--- src/rtl/fpu_ss_issue_arbiter_if.sv ---
// Issue-side bundle between NB_CORES requesting cores, the arbiter and one fpu_ss.
// master = arbiter view, slave = cores/fpu_ss environment view.
interface fpu_ss_issue_arbiter_if #(
    parameter int NB_CORES = 8,
    parameter int REQ_W    = 128,
    parameter int RESP_W   = 8
);
    logic [NB_CORES-1:0]       core_valid_i;
    logic [NB_CORES-1:0]       core_ready_o;
    logic [NB_CORES*REQ_W-1:0] core_req_i;
    logic [RESP_W-1:0]         core_resp_o;
    logic                      x_issue_valid_o;
    logic                      x_issue_ready_i;
    logic [REQ_W-1:0]          x_issue_req_o;
    logic [RESP_W-1:0]         x_issue_resp_i;
    logic [31:0]               core_id_o;
    logic [NB_CORES*16-1:0]    grant_cnt_o;

    modport master (
        input  core_valid_i, core_req_i, x_issue_ready_i, x_issue_resp_i,
        output core_ready_o, core_resp_o, x_issue_valid_o, x_issue_req_o,
               core_id_o, grant_cnt_o
    );

    modport slave (
        output core_valid_i, core_req_i, x_issue_ready_i, x_issue_resp_i,
        input  core_ready_o, core_resp_o, x_issue_valid_o, x_issue_req_o,
               core_id_o, grant_cnt_o
    );
endinterface

--- src/rtl/fpu_ss_issue_arbiter.sv ---
// Round-robin issue arbiter sharing one fpu_ss among NB_CORES cores; grant locks under back-pressure.
// Optional per-core accepted-issue counters enabled by macro FPU_SS_ARB_STATS_EN.
module fpu_ss_issue_arbiter #(
    parameter int NB_CORES = 8,
    parameter int REQ_W    = 128,
    parameter int RESP_W   = 8
) (
    input  logic                 clk_i,
    input  logic                 rst_ni,
    fpu_ss_issue_arbiter_if.master bus
);
    localparam int PTR_W = $clog2(NB_CORES);

    typedef enum logic {IDLE, LOCKED} state_t;

    state_t             state_reg, state_next;
    logic [PTR_W-1:0]   rr_ptr_reg, rr_ptr_next;
    logic [PTR_W-1:0]   lock_idx_reg, lock_idx_next;

    logic               search_found;
    logic [PTR_W-1:0]   search_idx;
    logic [PTR_W:0]     search_sum;
    logic               has_cand;
    logic [PTR_W-1:0]   cand;
    logic               cand_valid;
    logic               handshake;
    logic [REQ_W-1:0]   req_arr [NB_CORES];

    for (genvar gi = 0; gi < NB_CORES; gi++) begin : g_req_split
        assign req_arr[gi] = bus.core_req_i[gi*REQ_W +: REQ_W];
    end

    // First valid core at or above rr_ptr, wrapping modulo NB_CORES.
    always_comb begin
        search_found = 1'b0;
        search_idx   = '0;
        search_sum   = '0;
        for (int i = 0; i < NB_CORES; i++) begin
            search_sum = {1'b0, rr_ptr_reg} + (PTR_W+1)'(i);
            if (search_sum >= (PTR_W+1)'(NB_CORES))
                search_sum = search_sum - (PTR_W+1)'(NB_CORES);
            if (!search_found && bus.core_valid_i[search_sum[PTR_W-1:0]]) begin
                search_found = 1'b1;
                search_idx   = search_sum[PTR_W-1:0];
            end
        end
    end

    always_comb begin
        state_next    = state_reg;
        rr_ptr_next   = rr_ptr_reg;
        lock_idx_next = lock_idx_reg;
        has_cand      = 1'b0;
        cand          = '0;
        cand_valid    = 1'b0;
        case (state_reg)
            IDLE: begin
                has_cand   = search_found;
                cand       = search_idx;
                cand_valid = search_found;
                if (cand_valid && !bus.x_issue_ready_i) begin
                    lock_idx_next = cand;
                    state_next    = LOCKED;
                end
            end
            LOCKED: begin
                has_cand   = 1'b1;
                cand       = lock_idx_reg;
                cand_valid = bus.core_valid_i[lock_idx_reg];
                // Withdrawal or acceptance both release the lock.
                if (!cand_valid || bus.x_issue_ready_i)
                    state_next = IDLE;
            end
            default: state_next = IDLE;
        endcase
        if (cand_valid && bus.x_issue_ready_i)
            rr_ptr_next = (cand == PTR_W'(NB_CORES-1)) ? '0 : cand + 1'b1;
    end

    assign handshake = cand_valid & bus.x_issue_ready_i;

    always_ff @(posedge clk_i) begin
        if (!rst_ni) begin
            state_reg    <= IDLE;
            rr_ptr_reg   <= '0;
            lock_idx_reg <= '0;
        end else begin
            state_reg    <= state_next;
            rr_ptr_reg   <= rr_ptr_next;
            lock_idx_reg <= lock_idx_next;
        end
    end

    // Outputs are forced quiet while reset is held low.
    assign bus.x_issue_valid_o = rst_ni & cand_valid;
    assign bus.x_issue_req_o   = (rst_ni && cand_valid) ? req_arr[cand] : '0;
    assign bus.core_id_o       = (rst_ni && has_cand) ? 32'(cand) : 32'd0;
    assign bus.core_resp_o     = bus.x_issue_resp_i;

    always_comb begin
        bus.core_ready_o = '0;
        if (rst_ni && has_cand)
            bus.core_ready_o[cand] = bus.x_issue_ready_i;
    end

    logic [NB_CORES*16-1:0] grant_cnt;

`ifdef FPU_SS_ARB_STATS_EN
    for (genvar gi = 0; gi < NB_CORES; gi++) begin : g_stats
        logic [15:0] cnt_reg;
        always_ff @(posedge clk_i) begin
            if (!rst_ni)
                cnt_reg <= '0;
            else if (handshake && cand == PTR_W'(gi) && cnt_reg != 16'hFFFF)
                cnt_reg <= cnt_reg + 16'd1;
        end
        assign grant_cnt[gi*16 +: 16] = cnt_reg;
    end
`else
    assign grant_cnt = '0;
`endif

    assign bus.grant_cnt_o = grant_cnt;
endmodule

--- src/flat_wrapper.sv ---
// flat-port wrapper written by rule: the top's interface ports become plain ports
module fpu_ss_issue_arbiter_flat 
#(
    parameter int NB_CORES = 8,
    parameter int REQ_W    = 128,
    parameter int RESP_W   = 8
)
  (clk_i, rst_ni, bus_core_valid_i, bus_core_req_i, bus_x_issue_ready_i, bus_x_issue_resp_i, bus_core_ready_o, bus_core_resp_o, bus_x_issue_valid_o, bus_x_issue_req_o, bus_core_id_o, bus_grant_cnt_o);
  fpu_ss_issue_arbiter_if #(.NB_CORES(NB_CORES), .REQ_W(REQ_W), .RESP_W(RESP_W)) bus_i ();
  input  logic clk_i;
  input  logic rst_ni;
  input wire logic [$bits(bus_i.core_valid_i)-1:0] bus_core_valid_i;
  input wire logic [$bits(bus_i.core_req_i)-1:0] bus_core_req_i;
  input wire logic [$bits(bus_i.x_issue_ready_i)-1:0] bus_x_issue_ready_i;
  input wire logic [$bits(bus_i.x_issue_resp_i)-1:0] bus_x_issue_resp_i;
  output wire logic [$bits(bus_i.core_ready_o)-1:0] bus_core_ready_o;
  output wire logic [$bits(bus_i.core_resp_o)-1:0] bus_core_resp_o;
  output wire logic [$bits(bus_i.x_issue_valid_o)-1:0] bus_x_issue_valid_o;
  output wire logic [$bits(bus_i.x_issue_req_o)-1:0] bus_x_issue_req_o;
  output wire logic [$bits(bus_i.core_id_o)-1:0] bus_core_id_o;
  output wire logic [$bits(bus_i.grant_cnt_o)-1:0] bus_grant_cnt_o;
  assign bus_i.core_valid_i = bus_core_valid_i;
  assign bus_i.core_req_i = bus_core_req_i;
  assign bus_i.x_issue_ready_i = bus_x_issue_ready_i;
  assign bus_i.x_issue_resp_i = bus_x_issue_resp_i;
  assign bus_core_ready_o = bus_i.core_ready_o;
  assign bus_core_resp_o = bus_i.core_resp_o;
  assign bus_x_issue_valid_o = bus_i.x_issue_valid_o;
  assign bus_x_issue_req_o = bus_i.x_issue_req_o;
  assign bus_core_id_o = bus_i.core_id_o;
  assign bus_grant_cnt_o = bus_i.grant_cnt_o;
  fpu_ss_issue_arbiter #(.NB_CORES(NB_CORES), .REQ_W(REQ_W), .RESP_W(RESP_W)) u_core (.clk_i(clk_i), .rst_ni(rst_ni), .bus(bus_i));
endmodule
--- config.mk ---
export PLATFORM = sky130hd
export DESIGN_NAME = fpu_ss_issue_arbiter_flat
export DESIGN_NICKNAME = d
export VERILOG_FILES = /design/src/rtl/fpu_ss_issue_arbiter_if.sv /design/src/rtl/fpu_ss_issue_arbiter.sv /design/src/flat_wrapper.sv
export SDC_FILE = /design/constraint.sdc
export NUM_CORES = 1
export LEC_CHECK = 0
export ABC_AREA = 0
export BUFFER_PORTS_ARGS = -buffer_cell sky130_fd_sc_hd__buf_4
export CORE_AREA = 5 5 519 521
export DETAILED_ROUTE_END_ITERATION = 7
export DIE_AREA = 0 0 524 526
export PLACE_DENSITY = 0.3
export RECOVER_POWER = 50
export SLEW_MARGIN = 40
export SYNTH_ARGS = -nofsm -noshare
export SYNTH_HDL_FRONTEND = slang
export SYNTH_SLANG_ARGS = --single-unit
--- constraint.sdc ---
create_clock -name clk_i -period 4.5 [get_ports clk_i]
set_clock_uncertainty 0.2 [all_clocks]
set_input_delay 0.225 -clock clk_i [delete_from_list [all_inputs] [get_ports clk_i]]
set_output_delay 0.225 -clock clk_i [all_outputs]
set_load 0.03 [all_outputs]
## Yosys cells after proc, flatten, opt, wreduce, memory -nomap -nowiden

Index checks and enable logic that the tools add are counted.

| word-level totals | value |
|---|---|
| register bits | 7 |
| input bits | 1043 |

| operators by class | value |
|---|---|
| add/subtract/negate cells | 16 |
| order comparisons | 20 |
| eq/ne operators | 1 |
| multiplexer cells | 57 |
| bitwise operators | 4 |
| reductions and logical operators | 23 |

Operators with widths:

| cell | count |
|---|---|
| 128-bit binary-select mux with 3-bit select | 1 |
| 128-bit 2-to-1 mux | 3 |
| 3-bit 2-to-1 mux | 18 |
| 3-bit by 4-bit less-than comparator with 1-bit output, second input constant | 10 |
| 4-bit greater-or-equal comparator, second input constant | 8 |
| 1-bit binary-select mux with 3-bit select | 9 |
| 3-bit by 1-bit subtractor with 3-bit output, second input constant | 8 |
| 1-bit 2-to-1 mux | 20 |
| 3-bit by 3-bit adder with 4-bit output, second input constant | 4 |
| 1-bit logical AND | 12 |
| 1-bit logical NOT | 9 |
| 3-bit by 2-bit adder with 4-bit output, second input constant | 2 |
| 8-bit AND | 1 |
| 8-bit 2-to-1 mux | 1 |
| 1-bit one-hot mux with 2 select lines | 3 |
| 3-bit one-hot mux with 2 select lines | 1 |
| 3-bit by 1-bit adder with 4-bit output, second input constant | 1 |
| 3-bit by 4-bit greater-or-equal comparator with 1-bit output, second input constant | 1 |
| 3-bit inverter with 4-bit output | 1 |
| 3-bit by 1-bit adder with 3-bit output, second input constant | 1 |
| 1-bit demux with 3-bit select | 1 |
| 3-bit == test, second input constant | 1 |
| 3-bit by 1-bit greater-or-equal comparator with 1-bit output, second input constant | 1 |
| 2-bit AND reduction | 1 |
| 3 further kinds | 3 |

## Logic depth before layout (Yosys ltp)

| logic depth | value |
|---|---|
| word-level depth | 33 |
| gate-level depth with buffers | 18 |
| gate-level depth less buffers | 11 |

## Worst setup path before layout

OpenSTA, ideal clock, no wires.

| timing path | value |
|---|---|
| path type | register to output |
| start | register u_core.rr_ptr_reg[0] |
| end | output bus_x_issue_req_o[100] |
| arrival | 4.718 ns |
| slack | -0.643 ns |
| cell stages (with the launch flop) | 17 |
| buffers on the path | 6 |
| cell sequence | dfxtp_1 buf_2 buf_2 inv_1 ha_1 buf_6 mux2_1 mux4_2 o32ai_1 nand3_1 o21a_1 o21ai_2 nand2_1 buf_2 clkbuf_1 clkbuf_1 o32ai_1 |

| on the way | value |
|---|---|
| cells in the longest elaborated chain, start to end | 32 |
| elaborated cells between the ends (all ways) | 85 |
| those cells by class | add/sub: 15; order compare: 8; mux: 46; bitwise: 1; reduce/logical: 15 |

Ends and longest elaborated chain:

| element | line | source |
|---|---|---|
| start: declaration | fpu_ss_issue_arbiter.sv:17 | `logic [PTR_W-1:0] rr_ptr_reg, rr_ptr_next;` |
| start signal: assignment | fpu_ss_issue_arbiter.sv:89 | `rr_ptr_reg <= rr_ptr_next;` |
| parallel branches: the longest is 31 deep, another holds 3-bit by 1-bit adder with 4-bit output | - |  |
| 128-bit 2-to-1 mux (*) | fpu_ss_issue_arbiter.sv:96 | `assign bus.x_issue_req_o = (rst_ni && cand_valid) ? req_arr[cand] : '0;` |
| end: declaration | flat_wrapper.sv:19 | `output wire logic [$bits(bus_i.x_issue_req_o)-1:0] bus_x_issue_req_o;` |

Every way passes the cells marked *. The select of a mux whose other input is x is not followed.

## Worst setup path in the final report

| timing path | value |
|---|---|
| start | register u_core.rr_ptr_reg[0] |
| end | output bus_x_issue_req_o[1] |

Same word-level chain as after synthesis.

==> results_dict.tcl <==
set metrics [dict create \
    status "finished with violations" \
    violations "negative setup slack" \
    fin_crit_sh 1.10 \
    crit_top_cell "buf_6" \
    fp-row-count 189 \
    synth-seq-cells 7 \
    async_flop_share 0 \
    crit_type "flip-flop to primary output" \
    fillers 30328 \
    yosys_warnings 0 \
    yosysSeqAreaShare 0.00928 \
    routabilityCongestion 0.884 \
    ys_types 61 \
    fmax_mhz 202 \
    cts_hold_buf 0 \
    r2r_cells 18 \
    final_util 0.150 \
    p_leak_uw 0.0162 \
    setup_ws_ns -0.440 \
    first_iter_violations 1912 \
    grt_pass1_wl_microns 286000 \
    ant_nets 0 \
    grt_usage 0.155 \
    synth_enable_flop_cells 0 \
    fp.coreArea_sq_um 264000 \
    cts_tree "built" \
    finalWirelength_microns 241000 \
    cap_viol_max_count 0 \
    clock_sinks 7 \
    root_buffer "clkbuf_16" \
    hold-path-cell-count 2 \
    first_global_vias 26812 \
    worst_pin_slew_ns 0.868 \
    fin_nets 4909 \
    period_minus_slack_ns 4.94 \
    dp_hpwl_microns 190000 \
    hold_class "input pin to flip-flop" \
    io_pins 1348 \
    gr-total-overflow 0 \
    drt-met1-wl_microns 99300 \
    start_kind "flip-flop" \
    drc 0 \
    clock_latency_ns 0.24 \
    endpoint_kind "primary output" \
    rsz0062_at_grt "yes" \
    drv_slew 0 \
    hold_slack_ns 0.122 \
    dieArea_sq_um 276000 \
    netlist_area_sq_um 15100 \
    cp_cell_sequence "inv_2 -> ha_4 -> mux2_4 -> mux4_2 -> o32a_4 -> buf_6 -> nor3_4 -> buf_6 -> buf_4 -> buf_6 -> buf_6 -> buf_8 -> buf_12 -> inv_4 -> a21oi_4 -> buf_12 -> a211oi_4 -> buf_12 -> o32ai_4 -> buf_6" \
    critical_path.max_fanout 6 \
    cts_max_level 1 \
    area_growth_pct 162 \
    timing.rr.start "u_core.rr_ptr_reg[0]" \
    port_buffers 1174 \
    drive_gt1_frac 0.633 \
    wl_met3_microns 26100 \
    cts_buffers 3 \
    critPathRequiredTime_ns 4.07 \
    antenna_found_initial 152 \
    wl_met2_microns 111000 \
    vias_per_cell 3.68 \
    fp.dieW_microns 524 \
    cp.arrival_ns 4.52 \
    slowest_stage "o32ai_4" \
    syn_inst 2281 \
    cts_buffer_depth 2 \
    slowest_delay_ns 0.57 \
    grt_max_degree 83 \
    clk_pin_slew_ns 0.04 \
    crit_start "u_core.rr_ptr_reg[0]" \
    power_per_cell_area_nw_per_um2 847 \
    r2r_slack_ns 0.30 \
    ys.flop_type "dfxtp_1" \
    start_util 0.0572 \
    vdd_drop_max_uv 367 \
    crit_end "bus_x_issue_req_o[1]" \
    r2r_end "u_core.rr_ptr_reg[2]" \
    topRoutingLayerUsed "met5" \
    post_drt_wl_per_cell_microns 32.4 \
    vias 27280 \
    hold_violations 0 \
    die_h_microns 526 \
    avgSynthCellArea_sq_um 6.62 \
    slew_headroom 0.422 \
    setup_viol 132 \
    drtPass1Iterations 6 \
]
synth_stat cells (53+ instances only):
master    instances  area [sq um]
nor2_1           69           259
clkbuf_1        208           781
and3_1          208          1300
buf_2            68           340
o21ai_0         257          1290
nand3_1         233          1170
a21o_1          128           961
buf_4           173          1300
a31o_2           93           815
nor2b_1          53           332
a211oi_1        259          1940
mux2i_1          91           911
layout by cell type, fill, tap and decap left out, types with 49 or more instances in the layout:
cell,Yosys,routed
a31o_2,93,81
nor2_1,69,62
buf_4,173,1466
and3_1,208,175
mux2i_1,91,89
nor2b_1,53,52
a211oi_4,0,61
buf_12,0,119
buf_6,9,174
a21o_1,128,123
a211oi_2,0,142
a211oi_1,259,56
o211ai_1,49,49
nand3_1,233,210
conb_1,1,157
o21ai_0,257,196
buf_8,0,52
metal layers:
| layer | GRT usage | vias to the layer above |
|---|---|---|
| met4 | 0.0140 | 124 |
| met1 | 0.193 | 13486 |
| met3 | 0.0647 | 298 |
| li1 | - | 11904 |
| met2 | 0.257 | 1468 |
| met5 | 0 | - |
power breakdown:
| part | total (uW) | internal (uW) | switching (uW) |
|---|---|---|---|
| logic | 33200 | 15000 | 18200 |
| registers | 117 | 81.6 | 35.7 |
| clock network | 164 | 119 | 44.9 |
stage by stage:
stage                     instances  setup TNS [ns]  total power (uW)  area [sq um]  worst slack [ns]
final                          7419          -35.41             33500         39500            -0.440
after global routing           7404          -53.49             35000         39500            -0.587
after CTS                      7255          -43.08             29500         35900            -0.498
after detailed placement       7087          -37.95             23500         31400            -0.763
after global placement         7087          -39.33             23600         31400             -1.02
after floorplan                2437               0             11400         16600           0.00353
cells by family after synthesis:
| family | Yosys count | share of synthesized area |
|---|---|---|
| simple gates | 604 | 0.219 |
| xor+xnor | 3 | 0.00174 |
| compound gates | 1066 | 0.508 |
| flops | 7 | 0.00928 |
| fa+ha+maj | 2 | 0.00166 |
| other cells | 1 | 0.000248 |
| mux | 116 | 0.0872 |
| buf+inv | 482 | 0.173 |
layout make-up:
cell class / count / area, sq um / area share
diodes: 23 / 57.6 / 0.00146
inverters: 9 / 36.3 / 0.000918
multi-input cells: 1948 / 16400 / 0.415
repair buffers: 1895 / 18400 / 0.465
flip-flops and latches: 7 / 150 / 0.00380
clock buffers: 4 / 78.8 / 0.00199
well taps: 3533 / 4420 / 0.112
worst max-delay path: cells and delay by family, from the launching register on:
family / cells / cell delay [ns]
DFF: 1 / 0.34
muxes: 2 / 0.83
and+or+nand+nor: 1 / 0.15
buffers and inverters: 12 / 1.31
adders and majority gates: 1 / 0.32
AOI/OAI and AO/OA: 4 / 1.29
timing repair:
| action | 4_1_cts | 5_1_grt |
|---|---|---|
| gates cloned | 34 | 34 |
| pin swaps | 154 | 195 |
| gates resized for setup | 510 | 424 |
| endpoints found under the setup margin | 134 | 139 |
| hold endpoints to repair | 0 | 0 |
| buffers inserted | 140 | 131 |
worst min path at each step:
stage | to | start | slack (ns)
2_1_floorplan | u_core.state_reg | bus_x_issue_ready_i | 0.19
3_3_place_gp | bus_core_resp_o[0] | bus_x_issue_resp_i[0] | 0.25
3_5_place_dp | bus_core_resp_o[0] | bus_x_issue_resp_i[0] | 0.25
4_1_cts | u_core.rr_ptr_reg[0] | rst_ni | 0.12
5_1_grt | u_core.rr_ptr_reg[0] | rst_ni | 0.13
6_report | u_core.rr_ptr_reg[0] | rst_ni | 0.12
Power figures use the tool's default switching activity.
